===== config.mk =====
export PLATFORM = sky130hd
export DESIGN_NAME = lamp_shifter
export DESIGN_NICKNAME = d
export VERILOG_FILES = /design/src/rtl/lamp_shifter_pkg.sv /design/src/rtl/lamp_shifter_phase_timer.sv /design/src/rtl/lamp_shifter.sv
export SDC_FILE = /design/constraint.sdc
export NUM_CORES = 1
export LEC_CHECK = 0
export CAP_MARGIN = 20
export CORE_ASPECT_RATIO = 0.9
export CORE_UTILIZATION = 56
export DETAILED_ROUTE_END_ITERATION = 10
export PLACE_DENSITY = 0.77
export SLEW_MARGIN = 40
export SYNTH_ARGS = -nofsm -noshare
export SYNTH_HDL_FRONTEND = slang
export SYNTH_SLANG_ARGS = --single-unit

===== constraint.sdc =====
create_clock -name clk -period 5.15 [get_ports clk]
set_input_delay 1.03 -clock clk [delete_from_list [all_inputs] [get_ports clk]]
set_output_delay 1.03 -clock clk [all_outputs]
set_load 0.005 [all_outputs]

===== src/rtl/lamp_shifter_pkg.sv =====
// Shared types and defaults for the lamp shift-out block.
package lamp_pkg;

  localparam int unsigned MX_LP_DEF   = 16;
  localparam int unsigned CLK_DIV_DEF = 2;

  typedef enum logic [1:0] {
    IDLE  = 2'd0,
    SHIFT = 2'd1,
    LATCH = 2'd2
  } lamp_state_e;

  // Counter width able to hold 0..n-1, never narrower than one bit.
  function automatic int unsigned cnt_width(input int unsigned n);
    return (n > 1) ? $clog2(n) : 1;
  endfunction

endpackage


===== src/rtl/lamp_shifter_phase_timer.sv =====
// Phase timer: counts CLK_DIV enabled cycles and flags the last one of each phase.
module phase_timer
  import lamp_pkg::*;
#(
  parameter int unsigned CLK_DIV = CLK_DIV_DEF
) (
  input  logic clk,
  input  logic rst,
  input  logic i_en,
  output logic o_phase_done_c
);

  localparam int unsigned CW = cnt_width(CLK_DIV);

  logic [CW-1:0] r_cnt;

  assign o_phase_done_c = i_en && (r_cnt == CW'(CLK_DIV - 1));

  // Count while enabled; restart at each phase boundary and whenever disabled.
  always_ff @(posedge clk) begin
    if (rst) begin
      r_cnt <= '0;
    end else if (!i_en || o_phase_done_c) begin
      r_cnt <= '0;
    end else begin
      r_cnt <= r_cnt + CW'(1);
    end
  end

endmodule


===== src/rtl/lamp_shifter.sv =====
// Serialises the lamp vector to an external LED shift-register driver,
// resending only when the vector changes or a refresh is requested.
module lamp_shifter
  import lamp_pkg::*;
#(
  parameter int unsigned MX_LP   = MX_LP_DEF,
  parameter int unsigned CLK_DIV = CLK_DIV_DEF
) (
  input  logic             clk,
  input  logic             rst,
  input  logic [MX_LP-1:0] a_lamp,
  input  logic             refresh,
  output logic             sclk,
  output logic             sdata,
  output logic             latch,
  output logic             busy
);

  localparam int unsigned BW = cnt_width(MX_LP);

  lamp_state_e      r_state;
  lamp_state_e      w_state_nxt;
  logic [MX_LP-1:0] r_shreg;
  logic [MX_LP-1:0] w_shreg_nxt;
  logic [MX_LP-1:0] w_shreg_shl;
  logic [MX_LP-1:0] r_frame;
  logic [MX_LP-1:0] w_frame_nxt;
  logic [MX_LP-1:0] r_last_sent;
  logic [MX_LP-1:0] w_last_sent_nxt;
  logic             r_pending;
  logic             w_pending_nxt;
  logic [BW-1:0]    r_bit_cnt;
  logic [BW-1:0]    w_bit_cnt_nxt;
  logic             r_sclk;
  logic             w_sclk_nxt;
  logic             r_sdata;
  logic             w_sdata_nxt;
  logic             r_latch;
  logic             w_latch_nxt;
  logic             r_busy;
  logic             w_busy_nxt;
  logic             w_start;
  logic             w_phase_done;
  logic             w_timer_en;

  assign w_timer_en  = (r_state != IDLE);
  assign w_start     = (a_lamp != r_last_sent) || refresh || r_pending;
  assign w_shreg_shl = {r_shreg[MX_LP-2:0], 1'b0};

  phase_timer #(
    .CLK_DIV(CLK_DIV)
  ) u_phase_timer (
    .clk            (clk),
    .rst            (rst),
    .i_en           (w_timer_en),
    .o_phase_done_c (w_phase_done)
  );

  // State and output registers; reset abandons any frame without a latch pulse.
  always_ff @(posedge clk) begin
    if (rst) begin
      r_state     <= IDLE;
      r_shreg     <= '0;
      r_frame     <= '0;
      r_last_sent <= '0;
      r_pending   <= 1'b0;
      r_bit_cnt   <= '0;
      r_sclk      <= 1'b0;
      r_sdata     <= 1'b0;
      r_latch     <= 1'b0;
      r_busy      <= 1'b0;
    end else begin
      r_state     <= w_state_nxt;
      r_shreg     <= w_shreg_nxt;
      r_frame     <= w_frame_nxt;
      r_last_sent <= w_last_sent_nxt;
      r_pending   <= w_pending_nxt;
      r_bit_cnt   <= w_bit_cnt_nxt;
      r_sclk      <= w_sclk_nxt;
      r_sdata     <= w_sdata_nxt;
      r_latch     <= w_latch_nxt;
      r_busy      <= w_busy_nxt;
    end
  end

  // Next-state and next-output logic: frame start, per-bit sclk phases, latch strobe.
  always_comb begin
    w_state_nxt     = r_state;
    w_shreg_nxt     = r_shreg;
    w_frame_nxt     = r_frame;
    w_last_sent_nxt = r_last_sent;
    w_pending_nxt   = r_pending;
    w_bit_cnt_nxt   = r_bit_cnt;
    w_sclk_nxt      = r_sclk;
    w_sdata_nxt     = r_sdata;
    w_latch_nxt     = r_latch;
    w_busy_nxt      = r_busy;

    unique case (r_state)
      IDLE: begin
        if (w_start) begin
          w_state_nxt   = SHIFT;
          w_shreg_nxt   = a_lamp;
          w_frame_nxt   = a_lamp;
          w_pending_nxt = 1'b0;
          w_bit_cnt_nxt = '0;
          w_sclk_nxt    = 1'b0;
          w_sdata_nxt   = a_lamp[MX_LP-1];
          w_busy_nxt    = 1'b1;
        end
      end

      SHIFT: begin
        if (refresh) begin
          w_pending_nxt = 1'b1;
        end
        if (w_phase_done) begin
          if (!r_sclk) begin
            w_sclk_nxt = 1'b1;
          end else if (r_bit_cnt == BW'(MX_LP - 1)) begin
            w_state_nxt = LATCH;
            w_sclk_nxt  = 1'b0;
            w_sdata_nxt = 1'b0;
            w_latch_nxt = 1'b1;
          end else begin
            // Next bit is presented on the high->low edge of sclk.
            w_bit_cnt_nxt = r_bit_cnt + BW'(1);
            w_shreg_nxt   = w_shreg_shl;
            w_sdata_nxt   = w_shreg_shl[MX_LP-1];
            w_sclk_nxt    = 1'b0;
          end
        end
      end

      LATCH: begin
        if (refresh) begin
          w_pending_nxt = 1'b1;
        end
        if (w_phase_done) begin
          w_state_nxt     = IDLE;
          w_last_sent_nxt = r_frame;
          w_latch_nxt     = 1'b0;
          w_busy_nxt      = 1'b0;
        end
      end

      default: begin
        w_state_nxt = IDLE;
        w_sclk_nxt  = 1'b0;
        w_sdata_nxt = 1'b0;
        w_latch_nxt = 1'b0;
        w_busy_nxt  = 1'b0;
      end
    endcase
  end

  assign sclk  = r_sclk;
  assign sdata = r_sdata;
  assign latch = r_latch;
  assign busy  = r_busy;

endmodule


**After elaboration in Yosys (flattened, before gate mapping)**

Cells that the tools add are included.

- Output and inout bits: 4
- Word-level logic and storage cells: 81
- Bits in registers: 59

- Reductions and logical operators: 20
- Eq/ne operators: 11
- Multiplexer cells: 34
- Add/subtract/negate cells: 2
- Bitwise gates (word level): 3

Operators with widths:

| cell | count |
|---|---|
| $mux W15 | 4 |
| $pmux W15 S2 | 1 |
| $mux W4 | 4 |
| $ne A16 B16 Y1 | 1 |
| $reduce_and A5 Y1 | 3 |
| $mux W1 | 13 |
| $pmux W1 S3 | 4 |
| $mux W2 | 5 |
| $reduce_and A3 Y1 | 3 |
| $ne A2 B2 Y1 const B | 4 |
| $pmux W4 S2 | 1 |
| $ne A2 B1 Y1 const B | 3 |
| $pmux W2 S3 | 1 |
| $reduce_bool A2 Y1 | 3 |
| $add A4 B1 Y4 const B | 1 |
| $eq A4 B4 Y1 const B | 1 |
| $reduce_and A2 Y1 | 2 |
| $reduce_and A4 Y1 | 1 |
| $reduce_or A2 Y1 | 2 |
| $logic_or A1 B1 Y1 | 3 |
| $not A1 Y1 | 3 |
| $eq A2 B1 Y1 const B | 1 |
| $eq A2 B2 Y1 const B | 1 |
| $logic_not A2 Y1 | 1 |
| other kinds (4) | 4 |

**Logic depth before layout (Yosys ltp)**

- Depth in word-level cells: 5
- Gate-level depth with buffers: 9

**By module**

From an unflattened synthesis, not the netlist that was laid out.

- Cell total of the unflattened synthesis: 327
- Area total of the unflattened synthesis: 2,881.5 sq um

Modules (own cells, without submodules):

| module | cells each | area an instance (sq um) | instances |
|---|---|---|---|
| lamp_shifter | 324 | 2,841.5 | 1 |
| phase_timer | 3 | 40.0 | 1 |

**Least setup slack after synthesis**

OpenSTA, ideal clock, no wires.

- Path type: input port to flip-flop
- From: input port a_lamp[13]
- To: register r_sdata, in the netlist sdata
- Path slack: 2.575 ns
- Library setup time: 0.121 ns
- Required time: 5.029 ns
- Arrival time: 2.454 ns
- Path buffers: 1
- Cell stages on the path: 6
- Path through: xor2_1 -> or3_1 -> clkbuf_1 -> or3_1 -> o21ai_0 -> mux2_2

- Cells in the longest elaborated chain, start to end: 5

Ends and longest elaborated chain:

| what | line | RTL |
|---|---|---|
| start: declaration | lamp_shifter.sv:11 | `input logic [MX_LP-1:0] a_lamp,` |
| $ne A16 B16 Y1 | lamp_shifter.sv:47 | `assign w_start = (a_lamp != r_last_sent) \|\| refresh \|\| r_pending;` |
| $logic_or A1 B1 Y1 (2 in series) | lamp_shifter.sv:47 |  |
| $ne A2 B2 Y1 (no line) | -- |  |
| $reduce_and A4 Y1 (no line) | -- |  |
| end signal: assignment | lamp_shifter.sv:80 | `r_sdata <= w_sdata_nxt;` |
| end: declaration | lamp_shifter.sv:36 | `logic r_sdata;` |

No other way between the ends.
A chain may end at the register's enable or synchronous reset.

**Worst setup path after layout**

- From: input port a_lamp[12]
- To: register r_pending

- Cells in the longest elaborated chain, start to end: 5

Ends and longest elaborated chain:

| what | line | RTL |
|---|---|---|
| $ne A16 B16 Y1 | lamp_shifter.sv:47 |  |
| $logic_or A1 B1 Y1 (2 in series) | lamp_shifter.sv:47 |  |
| $ne A2 B2 Y1 (no line) | -- |  |
| $reduce_and A3 Y1 (no line) | -- |  |
| end signal: assignment | lamp_shifter.sv:77 | `r_pending <= w_pending_nxt;` |
| end: declaration | lamp_shifter.sv:30 | `logic r_pending;` |

No other way between the ends.

==> impl_results.md <==
* Die area at 5370 um^2
* Drt first-iter violations at 324
* Worst-Skew Late Latency at 0.35 ns
* Crit path DAT at between 3 and 4 ns
* Synth Register Bits at just under 60
* H-tree levels at 3
* Clk sinks at just under 60
* Relative slew slack at 0.455
* Final instance area at between 3000 and 4000 um^2
* Area contributors post-synth: dfxtp_1 (42%), nand2_1 (8.8%), mux2_2 (5.9%), mux2i_1 (5.6%), a21oi_1 (4.8%)
* Total number of vias at 2474
* Period minus WS final at 3.04 ns
* Max-Cap Viols at 0
* Clock tree buffer depth at 2
* Pins Over Slew Limit at 0
* Post-Syn Area at around 2800 um^2
* Crit end category: register
* Gr usage total at 0.281
* Placer Congestion at approximately 0.84
* Vias in the first global route at approximately 2.4k
* TritonCTS buffer count at 9
* Period utilization at 0.590
* Hold Vio Cnt, Final at 0
* Ports at 23
* Filler cells at slightly above 400
* GR Overflow Total at 0
* Largest net degree at the start of global routing at 44
* Worst Path Required at 5.40 ns
* FF-to-FF Start: r_state[1]
* Initial antenna violation count at 0
* Post-Layout Cell Count at between 400 and 500
* Fmax at about 0.33 GHz
* Nets at 371
* Global-route wire length before repair at around 12000 um
* Peak supply drop at about 0.17 mV
* Row cnt at 24
* Area Overhead vs Synth at 16.1%
* Die Y at between 60 and 70 um
* CTS Hold Bufs at 0
* Antenna Cells at 0
* Final core utilization at 0.678
* Post-route ant nets at 0
* Ys Warns at 0
* Worst slew pin tran at roughly 0.8 ns
* Min-delay worst type: reg2reg
* DRC viols at 0
* Post-synthesis cell type count at 37
* Crit path from: a_lamp[12]
* Clk_skew at roughly 0.0086 ns
* Setup CP Type: in2reg
* Setup TNS at 0 ns
* Status: finished, final reports clean
* Hold Path Origin: r_frame[6]
* Final wirelength at 6880 um
* Top cell type's share of synthesized area at 0.415
* Post-DP Area at ~3100 um^2
* Startpoint types: input port
* Sequential area share after synthesis at 0.415
* Placed Cells at approximately 400
* Initial Util at 0.584
* RSZ-0062 raised after global routing: false
* Final setup viols at 0
* Routed wire per std cell at ~16 um
* DIE WIDTH at between 70 and 80 um
* Avg Inst Size Synth at roughly 8.5 um^2
* Input/output buffers at 22
* Cell count after synthesis at between 300 and 400
* Routed vias/inst at between 5 and 6
* Static Leak at 0.00121 uW
* Share of layout cells above drive strength 1 at 0.122
* Core area at 4860 um^2
* Post-CTS Repair Setup Buffers at 0
* Syn nets at ~360
* Pwr/cell area at around 370 nW/um^2
* Cts repair resizes at 0
* DP Wirelength at between 4000 and 5000 um
* Clock slew at reported path FFs at around 0.07 ns
* Crit-path max FO at 18
* Dominant cell type by area after synthesis: dfxtp_1
* Drt pass-1 iters at 4
* CTS tree: built
* Clk root buf: clkbuf_8
[registers in the layout (all words and copies together), names as in the netlist]
| register | flops |
|---|---|
| busy | 1 |
| latch | 1 |
| r_bit_cnt | 4 |
| r_frame | 16 |
| r_last_sent | 16 |
| r_pending | 1 |
| r_shreg | 15 |
| r_state | 2 |
| sclk | 1 |
| sdata | 1 |
| u_phase_timer.r_cnt | 1 |
[layer usage]
| metal | global-route usage | vias up | wire (um) |
|---|---|---|---|
| met3 | 0.0855 | 12 | 466 |
| li1 | - | 1202 | - |
| met1 | 0.364 | 1173 | 3080 |
| met4 | 0.115 | 0 | 116 |
| met5 | 0 | - | 0 |
| met2 | 0.435 | 87 | 3210 |
[critical path, stage by stage]
cell and delay, ns:
clkdlybuf4s50_1 0.49, xnor2_1 0.29, nand4_1 0.22, or3_4 0.40
o31a_2 0.53, a211oi_1 0.32
[per-stage QoR]
| stage | setup slack (ns) | total power [uW] | hold WS, ns |
|---|---|---|---|
| 2_1_floorplan | 2.58 | 686 | 0.432 |
| 3_5_place_dp | 1.80 | 746 | 0.437 |
| 6_report | 2.11 | 1220 | 0.444 |
| 4_1_cts | 2.15 | 1230 | 0.447 |
| 3_3_place_gp | 1.66 | 739 | 0.433 |
| 5_1_grt | 1.99 | 1280 | 0.462 |
[final cells by class]
| cell class | instances | area (um^2) | area share |
|---|---|---|---|
| Multi-Input combinational cell | 241 | 1520 | 0.459 |
| Sequential cell | 59 | 1180 | 0.358 |
| Timing Repair Buffer | 27 | 258 | 0.0781 |
| Clock buffer | 12 | 155 | 0.0470 |
| Tap cell | 65 | 81.3 | 0.0246 |
| Clock inverter | 4 | 72.6 | 0.0220 |
| Inverter | 10 | 37.5 | 0.0114 |
[path summary, 6_finish.rpt]
path | to | slack (ns) | cells after the start
worst max-delay path | r_pending | 2.11 | 6
worst max register to register | r_bit_cnt[0] | 2.75 | 7
worst min-delay path | r_last_sent[6] | 0.44 | 2
worst min register to register | r_last_sent[6] | 0.44 | 2
[layout by cell type, fill, tap and decap left out, types with 3 or more instances in the layout]
master | netlist | layout
xor2_1 | 3 | 3
buf_4 | 0 | 5
a21oi_1 | 27 | 27
inv_1 | 10 | 9
or3_1 | 4 | 4
mux2_2 | 15 | 15
nand4_1 | 7 | 7
o21ai_0 | 4 | 4
nor3_1 | 18 | 17
xnor2_1 | 15 | 15
clkbuf_8 | 0 | 11
nor2_1 | 5 | 5
clkdlybuf4s50_1 | 0 | 22
nand2_1 | 67 | 67
nand3_1 | 4 | 4
mux2i_1 | 16 | 16
ha_1 | 4 | 4
nor4_1 | 14 | 14
dfxtp_1 | 59 | 59
a31oi_1 | 17 | 17
[Yosys cell counts (all sizes together)]
master   n
inv     10
nor3    18
buf      6
nor2     5
nand3b   1
o21ai    5
clkbuf  17
dfxtp   59
ha       4
a21oi   27
nand4    7
nand2   67
mux2i   16
o211ai   1
nor4    14
xnor2   15
and3     2
and2     1
nand3    4
o21a     1
or2      1
a21o     1
a32oi    1
xor2     3
mux2    15
o31a     2
or3      5
a31oi   17
nor2b    2
a211oi   4
o31ai    2
[power breakdown]
group / internal [uW] / total (uW) / switching [uW]
clock: 298 / 483 / 185
combinational: 96.4 / 223 / 127
sequential: 496 / 517 / 20.9
[logic make-up (layout without fill, tap and decap cells)]
| kind of cell | count (synthesis) | count (layout) | synth area share |
|---|---|---|---|
| simple gates | 127 | 127 | 0.209 |
| compound gates | 61 | 61 | 0.133 |
| flops | 59 | 59 | 0.415 |
| buf+inv | 33 | 53 | 0.0537 |
| mux | 31 | 31 | 0.116 |
| xor+xnor | 18 | 18 | 0.0555 |
| fa+ha+maj | 4 | 4 | 0.0176 |
Power figures use the tool's default switching activity.
